===== src/rtl/sync_fifo_param.sv =====
// sync_fifo_param: single-clock FIFO with thresholds, fill level, standard/FWFT read and sticky errors
module sync_fifo_param #(
  parameter int Data_Width = 8,
  parameter int Addr_Size  = 3,
  parameter int AF_Level   = 6,
  parameter int AE_Level   = 1,
  parameter int FWFT       = 0
) (
  input  logic                  CLK,
  input  logic                  RST,
  input  logic                  W_INC,
  input  logic [Data_Width-1:0] W_Data,
  input  logic                  R_INC,
  input  logic                  Clr_Err,
  output logic [Data_Width-1:0] R_Data,
  output logic                  R_Valid,
  output logic                  FIFO_Full,
  output logic                  FIFO_Empty,
  output logic                  Almost_Full,
  output logic                  Almost_Empty,
  output logic [Addr_Size:0]    Fill_Count,
  output logic                  Overflow,
  output logic                  Underflow
);
  localparam int Depth = 1 << Addr_Size;
  localparam logic [Addr_Size:0]   DEPTH_C = (Addr_Size+1)'(Depth);
  localparam logic [Addr_Size:0]   AF_C    = (Addr_Size+1)'(AF_Level);
  localparam logic [Addr_Size:0]   AE_C    = (Addr_Size+1)'(AE_Level);
  localparam logic [Addr_Size:0]   CNT_ONE = 1;
  localparam logic [Addr_Size-1:0] PTR_ONE = 1;
  logic [Data_Width-1:0] mem [Depth];
  logic [Addr_Size-1:0]  wr_ptr_q, wr_ptr_d, rd_ptr_q, rd_ptr_d;
  logic [Addr_Size:0]    count_q, count_d;
  logic [Data_Width-1:0] rdata_q, rdata_d;
  logic                  rvalid_q, rvalid_d, ovf_q, ovf_d, unf_q, unf_d, rd_ok, wr_ok;
  assign FIFO_Full    = count_q == DEPTH_C;
  assign FIFO_Empty   = count_q == '0;
  assign Almost_Full  = count_q >= AF_C;
  assign Almost_Empty = count_q <= AE_C;
  assign Fill_Count   = count_q;
  assign Overflow     = ovf_q;
  assign Underflow    = unf_q;
  // in FWFT mode the head word is presented combinationally; zero while empty
  assign R_Data  = FWFT != 0 ? (FIFO_Empty ? '0 : mem[rd_ptr_q]) : rdata_q;
  assign R_Valid = FWFT != 0 ? ~FIFO_Empty : rvalid_q;
  // acceptance, pointer/count advance, registered read data and sticky error next-state
  always_comb begin
    rd_ok    = R_INC & ~FIFO_Empty;
    wr_ok    = W_INC & (~FIFO_Full | rd_ok);
    wr_ptr_d = wr_ok ? wr_ptr_q + PTR_ONE : wr_ptr_q;
    rd_ptr_d = rd_ok ? rd_ptr_q + PTR_ONE : rd_ptr_q;
    count_d  = (wr_ok & ~rd_ok) ? count_q + CNT_ONE :
               (rd_ok & ~wr_ok) ? count_q - CNT_ONE : count_q;
    rdata_d  = rd_ok ? mem[rd_ptr_q] : rdata_q;
    rvalid_d = rd_ok;
    ovf_d    = (W_INC & ~wr_ok) | (ovf_q & ~Clr_Err);
    unf_d    = (R_INC & FIFO_Empty) | (unf_q & ~Clr_Err);
  end
  // control state, cleared asynchronously so a reset discards contents at once
  always_ff @(posedge CLK or negedge RST) begin
    if (!RST) begin
      wr_ptr_q <= '0;
      rd_ptr_q <= '0;
      count_q  <= '0;
      rdata_q  <= '0;
      rvalid_q <= 1'b0;
      ovf_q    <= 1'b0;
      unf_q    <= 1'b0;
    end else begin
      wr_ptr_q <= wr_ptr_d;
      rd_ptr_q <= rd_ptr_d;
      count_q  <= count_d;
      rdata_q  <= rdata_d;
      rvalid_q <= rvalid_d;
      ovf_q    <= ovf_d;
      unf_q    <= unf_d;
    end
  end
  // storage array is deliberately left out of reset
  always_ff @(posedge CLK) begin
    if (wr_ok) mem[wr_ptr_q] <= W_Data;
  end
endmodule

===== config.mk =====
export PLATFORM = sky130hd
export DESIGN_NAME = sync_fifo_param
export DESIGN_NICKNAME = d
export VERILOG_FILES = /design/src/rtl/sync_fifo_param.sv
export SDC_FILE = /design/constraint.sdc
export NUM_CORES = 1
export LEC_CHECK = 0
export BUFFER_PORTS_ARGS = -buffer_cell sky130_fd_sc_hd__buf_4
export CORE_UTILIZATION = 40
export CTS_CLUSTER_SIZE = 10
export DETAILED_ROUTE_END_ITERATION = 16
export GPL_TIMING_DRIVEN = 1
export PLACE_DENSITY = 0.61
export SLEW_MARGIN = 20
export SYNTH_ARGS = -nofsm -noshare
export SYNTH_HDL_FRONTEND = slang
export SYNTH_SLANG_ARGS = --single-unit

===== constraint.sdc =====
create_clock -name CLK -period 2.9 [get_ports CLK]
set_clock_uncertainty 0.1 [all_clocks]
set_input_delay 0.58 -clock CLK [delete_from_list [all_inputs] [get_ports CLK]]
set_output_delay 0.58 -clock CLK [all_outputs]
set_load 0.01 [all_outputs]

* Yosys cells after proc, flatten, opt, wreduce, memory -nomap -nowiden
Memory sizes are Yosys's and may differ from the RTL's. A register that Yosys moved wholly into a read port is not among the register bits. Cells that the tools add are included.
Storage, ports and cells: bits in read-only memories 0, input bits 13, output and inout port bits 19, register bits 13, latch bits 0, bits in writable memories 64, memories 1, word-level logic and storage cells 37
Memories:
- mem | words 8, width 8, read ports 1, clocked after memory_dff 1, write ports 1, line 31 | logic [Data_Width-1:0] mem [Depth];
Cells by class: order comparisons 2, multiplexer cells 4, bitwise operators 16, reduce and logical (&&, ||, !) cells 3, shift operators 0, multipliers 0, equal/unequal tests 1, div/mod/pow operators 0, add/subtract/negate cells 4
Operators by type and width (count):
- $and A1 B1 Y1 | 8
- $mux W4 | 2
- $add A3 B1 Y3 const B | 2
- $not A1 Y1 | 5
- $add A4 B1 Y4 const B | 1
- $eq A4 B4 Y1 const B | 1
- $ge A4 B3 Y1 const B | 1
- $le A4 B1 Y1 const B | 1
- $logic_not A4 Y1 | 1
- $sub A4 B1 Y4 const B | 1
- $or A1 B1 Y1 | 3
- $mux W1 | 2
- $reduce_bool A2 Y1 | 1
- $logic_not A1 Y1 | 1

* Longest topological paths before layout
word-level depth 9, gate-level depth with buffers 9, depth with buffers taken out 9

* Least setup slack after synthesis
Ideal clock, no wire load.
kind flip-flop to flip-flop, start register count_q[0] (netlist: Fill_Count[0]), end register count_q[3] (netlist: Fill_Count[3]), slack 0.410 ns, arrival 2.310 ns, data required time 2.721 ns, stages on the path, launching flop included 10, setup time 0.079 ns, path buffers 1, period minus slack after synthesis 2.490 ns, cells stage by stage dfrtp_1 inv_1 ha_1 nor3b_1 nand2b_1 buf_2 ha_1 or4_4 a21oi_2 xor2_1
Between the ends: word-level cells in the longest chain between the ends 8, elaborated cells between the ends (all ways) 16, classes of those cells add/sub: 2; eq/ne: 1; mux: 2; bitwise: 9; reduce/logical: 2
Ends and longest elaborated chain:
- from (decl) | line 33 | logic [Addr_Size:0] count_q, count_d;
- from (signal assigned) | line 72 | count_q <= count_d;
- $logic_not A4 Y1 | line 37 | assign FIFO_Empty = count_q == '0;
- $not A1 Y1 | line 48 | rd_ok = R_INC & ~FIFO_Empty;
- $and A1 B1 Y1 | line 48
- $or A1 B1 Y1 | line 49 | wr_ok = W_INC & (~FIFO_Full | rd_ok);
- $and A1 B1 Y1 | line 49
- $not A1 Y1 | line 53 | (rd_ok & ~wr_ok) ? count_q - CNT_ONE : count_q;
- $and A1 B1 Y1 | line 53
- $reduce_bool A2 Y1 (no source line)
Several ways; a longest one is shown, not always the timed one. The select of a mux whose other input is x is not followed. A chain may end at the register's enable or synchronous reset.

* Worst setup path in the final report
start register count_q[0] (netlist: Fill_Count[0]), end register count_q[3] (netlist: Fill_Count[3])
Between the ends: word-level cells in the longest chain between the ends 8, elaborated cells between the ends (all ways) 16, classes of those cells add/sub: 2; eq/ne: 1; mux: 2; bitwise: 9; reduce/logical: 2
Ends and longest elaborated chain:
- $logic_not A4 Y1 | line 37
- $not A1 Y1 | line 48
- $and A1 B1 Y1 | line 48
- $or A1 B1 Y1 * | line 49
- $and A1 B1 Y1 * | line 49
- named net wr_ok | line 35 | logic rvalid_q, rvalid_d, ovf_q, ovf_d, unf_q, unf_d, rd_ok, wr_ok;
- $not A1 Y1 | line 53
- $and A1 B1 Y1 | line 53
- $reduce_bool A2 Y1 (no source line)
Mark *: on every way through the listed nets, which the timed path passes. The rest lies on a longest branch. The select of a mux whose other input is x is not followed.

==> run metrics <==
status=finished clean; crit-path cells=inv_1 -> ha_1 -> nand4bb_1 -> nand2_1 -> inv_1 -> ha_1 -> or4_4 -> a21oi_2 -> xor2_1; die area=9130 um2; Area Overhead vs Synth=16.7%; worst hold endpoint=Overflow$_DFF_PN0_; area of the core region=8340 um2; Pwr Density=949 nW/um2; Post-Syn Area per Cell=15.8 um2; Initial Utilization=42.0%; slowest cell on the critical path=or4_4; register area share after synthesis=69.9%; first-pass GRT wire length=10.2 mm; final worst slack=0.380 ns; Rel. slew slack=53.0%; GP Congestion=0.738; via count=1959; number of antenna violations at the first check in global routing=0; reg2reg setup slack=0.38 ns; VDD IR max=0.419 mV; fin nets=289; Worst EP arrival=2.70 ns; worst-margin pin slew=0.703 ns; Synth cell types=30; clk sinks=85; aggregate negative setup slack=0 ns; Synth Area in Compound Gates=7.15%; drt pass-1 iters=4; Setup Crit Path Kind=reg -> reg; max cap viols=0; final period utilization=86.9%; # diodes=0; Layout fillers=720; dpl ws=0.379 ns; Max clock buf depth=2; Synth Area in XOR/XNOR=2.00%; Cells after Synth=222; CP max stage delay=0.50 ns; largest net degree at the start of global routing=35; Slew Limit Fails=0; Initial DRC Count=138; Synth Cell Area=3500 um2; endpoints failing hold=0; most common cell after layout, fill and taps aside=edfxtp_1; placed cell areas=3900 um2; largest family of logic cells by synthesized area=multiplexers; Post-CTS Setup Inserts=0; critical path required time=3.08 ns; YS warnings=0; Vias/cell=5.18; Hold Path Class=in -> reg; DRC=0; post-cts hold buffer count=1; Synth Area in Adders=2.86%; CP top delay family=simple AND/OR/NAND/NOR gates; Die Ht=95.6 um; Hold Path Cell Cnt=2; worst r2r dst=Fill_Count[3]$_DFFE_PN0P_; RSZ-0062 raised after global routing=no; clk_lat worst skew=0.36 ns; share of cells above drive strength 1=28.2%; grt ovf=0; reg2reg path depth=9; Mapped Nets=243; Clock transition at path regs=0.08 ns; leading cell types in the layout, fill and taps excluded=edfxtp_1, buf_4, dfrtp_1; HP Start=Clr_Err; post-synthesis mux area share=10.7%; remaining antenna violation count=0; Post-CTS Resized=0; Worst Setup SP=Fill_Count[0]$_DFFE_PN0P_; final core utilization=49.0%; post-DP HPWL=4.48 mm; FF+latch count, synth=85; Setup Viol. Count Final=0; startpoint types=flop; CTS root buffer=clkbuf_8; Synth Area in Simple Gates=5.00%; crit path time final=2.52 ns; GRT Total Usage=16.1%; Min Hold Slack=0.317 ns; Pleak=1.56 nW; I/O pins=32; Worst Setup End Kind=flop; fin area=4090 um2; Avg WL per Cell=17.4 um; H-Tree Level Count=3; crit path max fanout=7; row cnt=33; CTS tree=built; CP Buf/Inv Count=2; IO Port Bufs=31; RR Startpoint=Fill_Count[0]$_DFFE_PN0P_; Routed WL=6.59 mm; fmax=0.397 GHz; Die X=95.6 um; CTS buffer count=9; vias in the first global route=1928
==> final cells by class <==
type                    instances  area, um2  share of cell area, %
multi-input cells             120        968                   23.7
repair buffers                 44        333                   8.15
well taps                     105        131                   3.22
clock inverters                 6       47.5                   1.16
inverters                       8       30.0                  0.735
clock buffers                  10        128                   3.12
flip-flops and latches         85       2450                   59.9
==> cell families (layout without fill, tap and decap cells) <==
logic type,Yosys count,count (layout)
adder cells (fa/ha/maj),8,8
AND/OR/NAND/NOR,32,32
buffers and inverters,17,68
XOR/XNOR,8,8
flip-flops,85,85
AO/OA/AOI/OAI,37,37
multiplexers,35,35
==> synthesized netlist by cell type <==
cell | n | share of area, %
clkbuf_1 | 1 | 0.11
a22o_1 | 8 | 2.0
buf_4 | 3 | 0.64
nand4bb_1 | 1 | 0.32
nand3_1 | 2 | 0.29
nand3b_1 | 2 | 0.43
o22ai_1 | 9 | 1.6
or4_4 | 1 | 0.32
nor3b_1 | 1 | 0.21
dfrtp_1 | 21 | 15
o21ai_0 | 11 | 1.6
mux2i_1 | 17 | 4.9
nand2b_1 | 5 | 0.89
buf_6 | 1 | 0.32
nand4_1 | 1 | 0.18
edfxtp_1 | 64 | 55
xnor2_1 | 5 | 1.3
ha_1 | 8 | 2.9
buf_2 | 2 | 0.29
o31ai_1 | 8 | 1.7
xor2_1 | 3 | 0.75
mux2_2 | 18 | 5.8
nor2_1 | 9 | 0.96
a21oi_2 | 1 | 0.25
inv_1 | 8 | 0.86
nor2b_1 | 1 | 0.18
nor3_1 | 3 | 0.43
buf_1 | 2 | 0.21
nand2_1 | 5 | 0.54
and3b_1 | 1 | 0.25
==> metrics by stage <==
| step | total power (W) | std cells |
|---|---|---|
| after CTS | 0.00392 | 378 |
| after global routing | 0.00411 | 378 |
| after global placement | 0.00314 | 361 |
| final | 0.00388 | 378 |
| after detailed placement | 0.00318 | 361 |
| after floorplan | 0.00268 | 222 |
==> routing by layer <==
layer / wire [um] / up-vias / GRT usage (%)
met4: 158 / 0 / 6.59
met3: 319 / 13 / 5.66
met2: 3140 / 55 / 25.8
met5: 0 / - / 0
li1: - / 940 / -
met1: 2980 / 951 / 19.8
==> power breakdown <==
part,internal [W],switching [W],total (W)
clock,0.000319,0.000424,0.000742
sequential,0.00159,0.000172,0.00176
combinational,0.000655,0.000718,0.00137
total,0.00256,0.00131,0.00388
==> how the worst max path moves through the flow <==
stage                                     end  cells after the start
global placement    Fill_Count[3]$_DFFE_PN0P_                      8
detailed placement  Fill_Count[3]$_DFFE_PN0P_                      9
floorplan           Fill_Count[3]$_DFFE_PN0P_                      9
finish              Fill_Count[3]$_DFFE_PN0P_                      9
CTS                 Fill_Count[3]$_DFFE_PN0P_                      9
global route        Fill_Count[3]$_DFFE_PN0P_                      9
==> registers in the layout (all words and copies together), names as in the netlist <==
| register | cells |
|---|---|
| R_Data | 8 |
| Overflow | 1 |
| mem | 64 |
| R_Valid | 1 |
| Underflow | 1 |
| wr_ptr_q | 3 |
| Fill_Count | 4 |
| rd_ptr_q | 3 |
==> worst register-to-register path: cells and delay by family, from the launching register on <==
family	cells	cell delay, ns
adder cells (fa/ha/maj)	2	0.45
AND/OR/NAND/NOR	3	0.94
flip-flops	1	0.47
XOR/XNOR	1	0.14
buffers and inverters	2	0.21
AO/OA/AOI/OAI	1	0.16
Power figures use the tool's default switching activity.
